==> config.mk <==
export PLATFORM = sky130hd
export DESIGN_NAME = sdram_arbiter
export DESIGN_NICKNAME = d
export VERILOG_FILES = /design/src/rtl/sdram_pkg.sv /design/src/rtl/sdram_prio_enc.sv /design/src/rtl/sdram_arbiter.sv
export SDC_FILE = /design/constraint.sdc
export NUM_CORES = 1
export LEC_CHECK = 0
export CORE_MARGIN = 1.5
export CORE_UTILIZATION = 41
export DETAILED_ROUTE_END_ITERATION = 8
export GPL_TIMING_DRIVEN = 0
export HOLD_SLACK_MARGIN = 0.15
export PLACE_DENSITY = 0.85
export SLEW_MARGIN = 20
export SYNTH_ARGS = -nofsm -noshare
export SYNTH_HDL_FRONTEND = slang
export SYNTH_SLANG_ARGS = --single-unit
==> constraint.sdc <==
create_clock -name clk -period 9.6 [get_ports clk]
set_clock_uncertainty 0.2 [all_clocks]
set_input_delay 1.92 -clock clk [delete_from_list [all_inputs] [get_ports clk]]
set_output_delay 1.92 -clock clk [all_outputs]
set_load 0.01 [all_outputs]
==> src/rtl/sdram_pkg.sv <==
// rtl/sdram_pkg.sv - shared constants and types for the three-channel SDRAM arbiter
package sdram_pkg;
    localparam int CH_PRG     = 0;
    localparam int CH_CHR     = 1;
    localparam int CH_MCU     = 2;
    localparam int NUM_CH     = 3;
    localparam int AW_DEFAULT = 22;

    typedef enum logic [1:0] {
        ST_IDLE = 2'd0,
        ST_BUSY = 2'd1,
        ST_HOLD = 2'd2
    } state_t;
endpackage

==> src/rtl/sdram_prio_enc.sv <==
// rtl/sdram_prio_enc.sv - fixed-priority encoder, lowest pending channel wins
module sdram_prio_enc
    import sdram_pkg::*;
(
    input  logic [2:0] pending,
    output logic       valid,
    output logic [1:0] index
);
    assign valid = |pending;

    always_comb begin
        index = 2'(CH_PRG);
        if (pending[CH_PRG])
            index = 2'(CH_PRG);
        else if (pending[CH_CHR])
            index = 2'(CH_CHR);
        else if (pending[CH_MCU])
            index = 2'(CH_MCU);
    end
endmodule

==> src/rtl/sdram_arbiter.sv <==
// rtl/sdram_arbiter.sv - toggle-handshake arbiter sharing one SDRAM controller between three channels with refresh
module sdram_arbiter
    import sdram_pkg::*;
#(
    parameter int REFRESH_HOLD = 8,
    parameter int AW           = AW_DEFAULT
) (
    input  logic          clk,
    input  logic          rst_n,
    input  logic          ch0_req,
    output logic          ch0_ack,
    input  logic          ch0_we,
    input  logic [AW-1:0] ch0_address,
    input  logic [15:0]   ch0_data_write,
    output logic [15:0]   ch0_data_read,
    input  logic          ch1_req,
    output logic          ch1_ack,
    input  logic          ch1_we,
    input  logic [AW-1:0] ch1_address,
    input  logic [15:0]   ch1_data_write,
    output logic [15:0]   ch1_data_read,
    input  logic          ch2_req,
    output logic          ch2_ack,
    input  logic          ch2_we,
    input  logic [AW-1:0] ch2_address,
    input  logic [15:0]   ch2_data_write,
    output logic [15:0]   ch2_data_read,
    input  logic          refresh,
    output logic          ram_req,
    input  logic          ram_ack,
    output logic          ram_we,
    output logic [AW-1:0] ram_address,
    output logic [15:0]   ram_data_write,
    input  logic [15:0]   ram_data_read,
    output logic          ram_refresh
);
    localparam int HW = $clog2(REFRESH_HOLD + 1);

    state_t        state;
    logic          refresh_pending;
    logic [HW-1:0] hold_cnt;
    logic [1:0]    gnt_idx;
    logic [2:0]    req_vec;
    logic [2:0]    ack_q;
    logic [2:0]    pending;
    logic          grant_valid;
    logic [1:0]    grant_index;
    logic [15:0]   data_read_q [NUM_CH];
    logic          sel_we;
    logic [AW-1:0] sel_address;
    logic [15:0]   sel_data;
    logic          refresh_go;
    logic          done;

    assign req_vec = {ch2_req, ch1_req, ch0_req};
    assign pending = req_vec ^ ack_q;

    assign ch0_ack       = ack_q[CH_PRG];
    assign ch1_ack       = ack_q[CH_CHR];
    assign ch2_ack       = ack_q[CH_MCU];
    assign ch0_data_read = data_read_q[CH_PRG];
    assign ch1_data_read = data_read_q[CH_CHR];
    assign ch2_data_read = data_read_q[CH_MCU];

    sdram_prio_enc u_prio (
        .pending (pending),
        .valid   (grant_valid),
        .index   (grant_index)
    );

    always_comb begin
        sel_we      = ch0_we;
        sel_address = ch0_address;
        sel_data    = ch0_data_write;
        case (grant_index)
            2'(CH_CHR): begin
                sel_we      = ch1_we;
                sel_address = ch1_address;
                sel_data    = ch1_data_write;
            end
            2'(CH_MCU): begin
                sel_we      = ch2_we;
                sel_address = ch2_address;
                sel_data    = ch2_data_write;
            end
            default: ;
        endcase
    end

    // A pulse arriving on the very cycle we sit in IDLE is honoured immediately so refresh always beats a grant.
    assign refresh_go = (state == ST_IDLE) && (refresh_pending || refresh);
    assign done       = (state == ST_BUSY) && (ram_ack == ram_req);

    always_ff @(posedge clk) begin
        if (!rst_n) begin
            state           <= ST_IDLE;
            refresh_pending <= 1'b0;
            hold_cnt        <= '0;
            gnt_idx         <= '0;
            ack_q           <= '0;
            ram_req         <= 1'b0;
            ram_refresh     <= 1'b0;
            ram_we          <= 1'b0;
            ram_address     <= '0;
            ram_data_write  <= '0;
            for (int i = 0; i < NUM_CH; i++)
                data_read_q[i] <= '0;
        end else begin
            ram_refresh <= 1'b0;
            if (refresh_go)
                refresh_pending <= 1'b0;
            else if (refresh)
                refresh_pending <= 1'b1;

            case (state)
                ST_IDLE: begin
                    if (refresh_go) begin
                        ram_refresh <= 1'b1;
                        hold_cnt    <= HW'(REFRESH_HOLD - 1);
                        state       <= (REFRESH_HOLD > 1) ? ST_HOLD : ST_IDLE;
                    end else if (grant_valid) begin
                        ram_we         <= sel_we;
                        ram_address    <= sel_address;
                        ram_data_write <= sel_data;
                        ram_req        <= ~ram_req;
                        gnt_idx        <= grant_index;
                        state          <= ST_BUSY;
                    end
                end
                ST_BUSY: begin
                    if (done) begin
                        for (int i = 0; i < NUM_CH; i++) begin
                            if (gnt_idx == 2'(i)) begin
                                if (!ram_we)
                                    data_read_q[i] <= ram_data_read;
                                ack_q[i] <= ~ack_q[i];
                            end
                        end
                        state <= ST_IDLE;
                    end
                end
                ST_HOLD: begin
                    if (hold_cnt <= HW'(1)) begin
                        hold_cnt <= '0;
                        state    <= ST_IDLE;
                    end else begin
                        hold_cnt <= hold_cnt - 1'b1;
                    end
                end
                default: state <= ST_IDLE;
            endcase
        end
    end
endmodule

Word level (Yosys, flattened, before mapping)
Memories as Yosys holds them, arrays and structs flattened. Cells that the tools add are included.

Bits in registers: 53. Bits in latches: 0. Bits in writable memories: 48. ROM bits: 0. Bits of input ports: 140. Output and inout port bits: 92. Logic and storage cells: 86. Memories: 1.

$add $sub $neg: 1. $mul: 0. Divide/modulo/power cells: 0. Order comparisons: 1. Eq/ne operators: 11. Shifts and indexed selects: 0. Muxes and demuxes: 35. Bitwise operators: 10. Reduce and logical (&&, ||, !) cells: 15.

Memories: data_read_q (words 3, bits a word 16, rd ports 3, clocked after memory_dff 0, wr ports 3, line sdram_arbiter.sv:48) `logic [15:0] data_read_q [NUM_CH];`.

Operators by type and width (count): two-way mux 16 bit (3); case mux 22 bit (2 select lines) (1); case mux 16 bit (2 select lines) (1); two-way mux 1 bit (18); AND reduction 3 bit (5); two-way mux 2 bit (7); two-way mux 4 bit (2); case mux 4 bit (2 select lines) (1); == test 2 x 1 -> 1 bit (second input constant) (3); == test 2 bit (second input constant) (3); inequality test 2 bit (second input constant) (3); inverter 1 bit (6); case mux 2 bit (3 select lines) (1); <= comparator 4 x 1 -> 1 bit (second input constant) (1); logical NOT 2 bit (2); AND reduction 2 bit (2); subtractor 4 x 1 -> 4 bit (second input constant) (1); inequality test 3 bit (second input constant) (1); OR 1 bit (3); OR reduction 3 bit (1); XOR 3 bit (1); logical AND 1 bit (2); case mux 1 bit (2 select lines) (1); nonzero test 2 bit (1); other kinds (3) (3).

Depth between registers and ports, before layout
Depth in word-level cells: 7. Gate-level depth with buffers: 7. Mapped depth without buffers: 6.

By module
From an unflattened synthesis, not the netlist that was laid out.

Cells, all modules: 379. Area, all modules: 4272.8 sq um.

By module, submodules not included: sdram_arbiter (instances 1, cells an instance 376, area an instance 4252.8 sq um); sdram_prio_enc (instances 1, cells an instance 3, area an instance 20.0 sq um).

Worst setup path before layout
OpenSTA, ideal clock, no wires.

Path type: input -> register. Start point: input ram_ack. End point: memory data_read_q[0][0] (enable). Library setup time: 0.414 ns. Data arrival time: 3.798 ns. Required time: 8.986 ns. Path slack: 5.188 ns. Stages: 3. Buffers on the path: 0. Path through: xor2_1 > or3_1 > o31ai_1.

RTL lines: start, declared (line sdram_arbiter.sv:30) `input logic ram_ack,`; end, declared (line sdram_arbiter.sv:48).

==> impl_metrics.json <==
{
  "ys_ff_latch": 101,
  "hold_buffers": 0,
  "design.portCount": 232,
  "worstSkewPairLatency_ps": 350,
  "drt_iter0_drc": 281,
  "wl_per_cell_um": 18.1,
  "routed_via_density": 5.54,
  "yosys_warnings": 0,
  "drv_cap": 0,
  "path_cells": "clkdlybuf4s50_1 > xor2_1 > or3_1 > o31ai_4 > buf_6",
  "cts_htree_levels": 3,
  "slew_viol_final": 0,
  "ys_seq_area_frac": 0.623,
  "syn_area_um2": 4020,
  "grt_max_degree": 17,
  "post-route-min-period_ps": 3900,
  "die_h_um": 102,
  "antenna_found_initial": 0,
  "crit_arrival_ps": 3760,
  "drt_pass1_iterations": 9,
  "fin_nets": 721,
  "grt_pass1_vias": 3978,
  "wl_um": 12900,
  "design_area_um2": 6710,
  "final_common_cell": "clkdlybuf4s50_1",
  "setup_tns_ps": 0,
  "cts_tree": "done",
  "vias": 3950,
  "gr-usage-all-layers": 0.242,
  "hold_path.class": "register to register",
  "final_antenna_net_count": 0,
  "r2r_cells": 5,
  "placed_area_um2": 6530,
  "cpPeakStageDelay_ps": 500,
  "cts.clk_slew.worst_paths_ps": 90,
  "root_buffer": "clkbuf_8",
  "grt_use_met1": 0.262,
  "syn_avg_cell_area_um2": 12.0,
  "grt_overflow": 0,
  "grt_pass1_wl_um": 19400,
  "dieArea_um2": 10400,
  "p_leak_uw": 0.00244,
  "stdcell_count": 713,
  "synth.distinct_cells": 38,
  "synthesis.instances": 335,
  "fmax_mhz": 257,
  "rows": 35,
  "crit_type": "primary input to register",
  "power_density_nw_per_um2": 154,
  "start_util": 0.428,
  "crit_path_start_kind": "primary input",
  "grt.busiest_layer": "met2",
  "grt_util_met2": 0.444,
  "n_antenna_cell": 0,
  "violations": "design-rule violations",
  "fin_util": 0.716,
  "slowest_stage": "or3_1",
  "place.gp.congestion": 0.868,
  "finalPower_uw": 1030,
  "worstMarginPinSlew_ps": 535,
  "crit_fanout": 9,
  "cts_resized": 0,
  "final_cell_mix": "230 x clkdlybuf4s50_1, 53 x dfxtp_1, 48 x edfxtp_1",
  "grt_use_met3": 0.0616,
  "grt_setup_unrepaired": "no",
  "slew_headroom": 0.644,
  "area_growth_pct": 67.2,
  "peakVddDrop_uv": 82.4,
  "hold_depth": 2,
  "cts.sink_count": 101,
  "numPortBuffers": 230,
  "syn-num-nets": 477,
  "cts_buffers": 9,
  "synth_top_cells_by_area": "edfxtp_1 36%, dfxtp_1 26%, a222oi_1 9.7%, a21oi_1 5.4%, o21ai_0 4.1%",
  "synth_top_cell_area_share": 0.359,
  "design.core.area_um2": 9370,
  "drc": 13,
  "die_x_um": 102,
  "yosysTopAreaCell": "edfxtp_1",
  "place_hpwl_um": 10000,
  "worstPathRequired_ps": 9470,
  "cp-end-kind": "register",
  "clockBufferDepth": 2,
  "hold_viol_final": 0,
  "status": "complete, but fails checks",
  "finalCritPeriodShare": 0.406,
  "cts_setup_buffers": 0,
  "setup_viol": 0,
  "drive_gt1_frac": 0.0668,
  "place_inst": 697
}
-- metal layers --
layer	share of wire	vias to the layer above
li1	-	1808
met1	0.36	1877
met2	0.52	240
met3	0.093	25
met4	0.028	0
met5	0	-
-- critical path: cells and delay by family --
| kind | cells | cell delay (ps) |
|---|---|---|
| buf+inv | 2 | 650 |
| simple gates | 1 | 500 |
| compound gates | 1 | 490 |
| xor+xnor | 1 | 200 |
-- cells in the mapped netlist, drive strengths merged --
cell	n
dfxtp	53
edfxtp	48
a21oi	43
o21ai	43
a222oi	39
and2	21
buf	15
clkbuf	15
xor2	7
nor2	6
nand2	5
nor2b	5
nor3	4
o21a	4
o31ai	4
nand2b	3
o21bai	3
ha	2
inv	2
o311ai	2
a32oi	1
and3b	1
mux2i	1
nand4b	1
nor3b	1
nor4	1
o22ai	1
o311a	1
or3	1
or4	1
xnor2	1
-- cells by family after synthesis --
| logic type | after synthesis | synth area share |
|---|---|---|
| compound gates | 141 | 0.236 |
| xor+xnor | 8 | 0.0212 |
| fa+ha+maj | 2 | 0.00623 |
| buf+inv | 32 | 0.0377 |
| flops | 101 | 0.623 |
| mux | 1 | 0.00249 |
| simple gates | 50 | 0.0735 |
-- final timing paths --
kind                                        start                  to  slack, ps
worst max-delay path                      ram_ack  data_read_q[0][12]       5700
worst max register to register           state[1]  data_read_q[0][12]       7230
worst min-delay path            ram_data_write[2]   ram_data_write[2]        340
worst min register to register  ram_data_write[2]   ram_data_write[2]        340
-- power breakdown --
group	switching, uW	internal (uW)
combinational	120	153
clock	139	109
sequential	21.3	489
total	280	751
-- stage by stage --
| step | setup WS, ps | hold WS [ps] |
|---|---|---|
| 4_1_cts | 5670 | 336 |
| 6_report | 5700 | 336 |
| 2_1_floorplan | 5190 | 330 |
| 5_1_grt | 5570 | 355 |
| 3_5_place_dp | 5290 | 323 |
| 3_3_place_gp | 4020 | 308 |
-- sequential cells by signal, indices dropped and copies added, names as in the netlist --
name,count
ram_refresh,1
ram_data_write,16
refresh_pending,1
data_read_q,48
ram_req,1
state,2
ack_q,3
hold_cnt,4
ram_we,1
gnt_idx,2
ram_address,22
-- area by class of cell --
| cell class | count | area, um^2 |
|---|---|---|
| Buffer | 30 | 144 |
| Clock buffer | 13 | 159 |
| Clock inverter | 3 | 21.3 |
| Fill cell | 693 | 2660 |
| Inverter | 2 | 7.51 |
| Multi-Input combinational cell | 202 | 1380 |
| Sequential cell | 101 | 2500 |
| Tap cell | 129 | 161 |
| Timing Repair Buffer | 233 | 2340 |
Power figures use the tool's default switching activity.
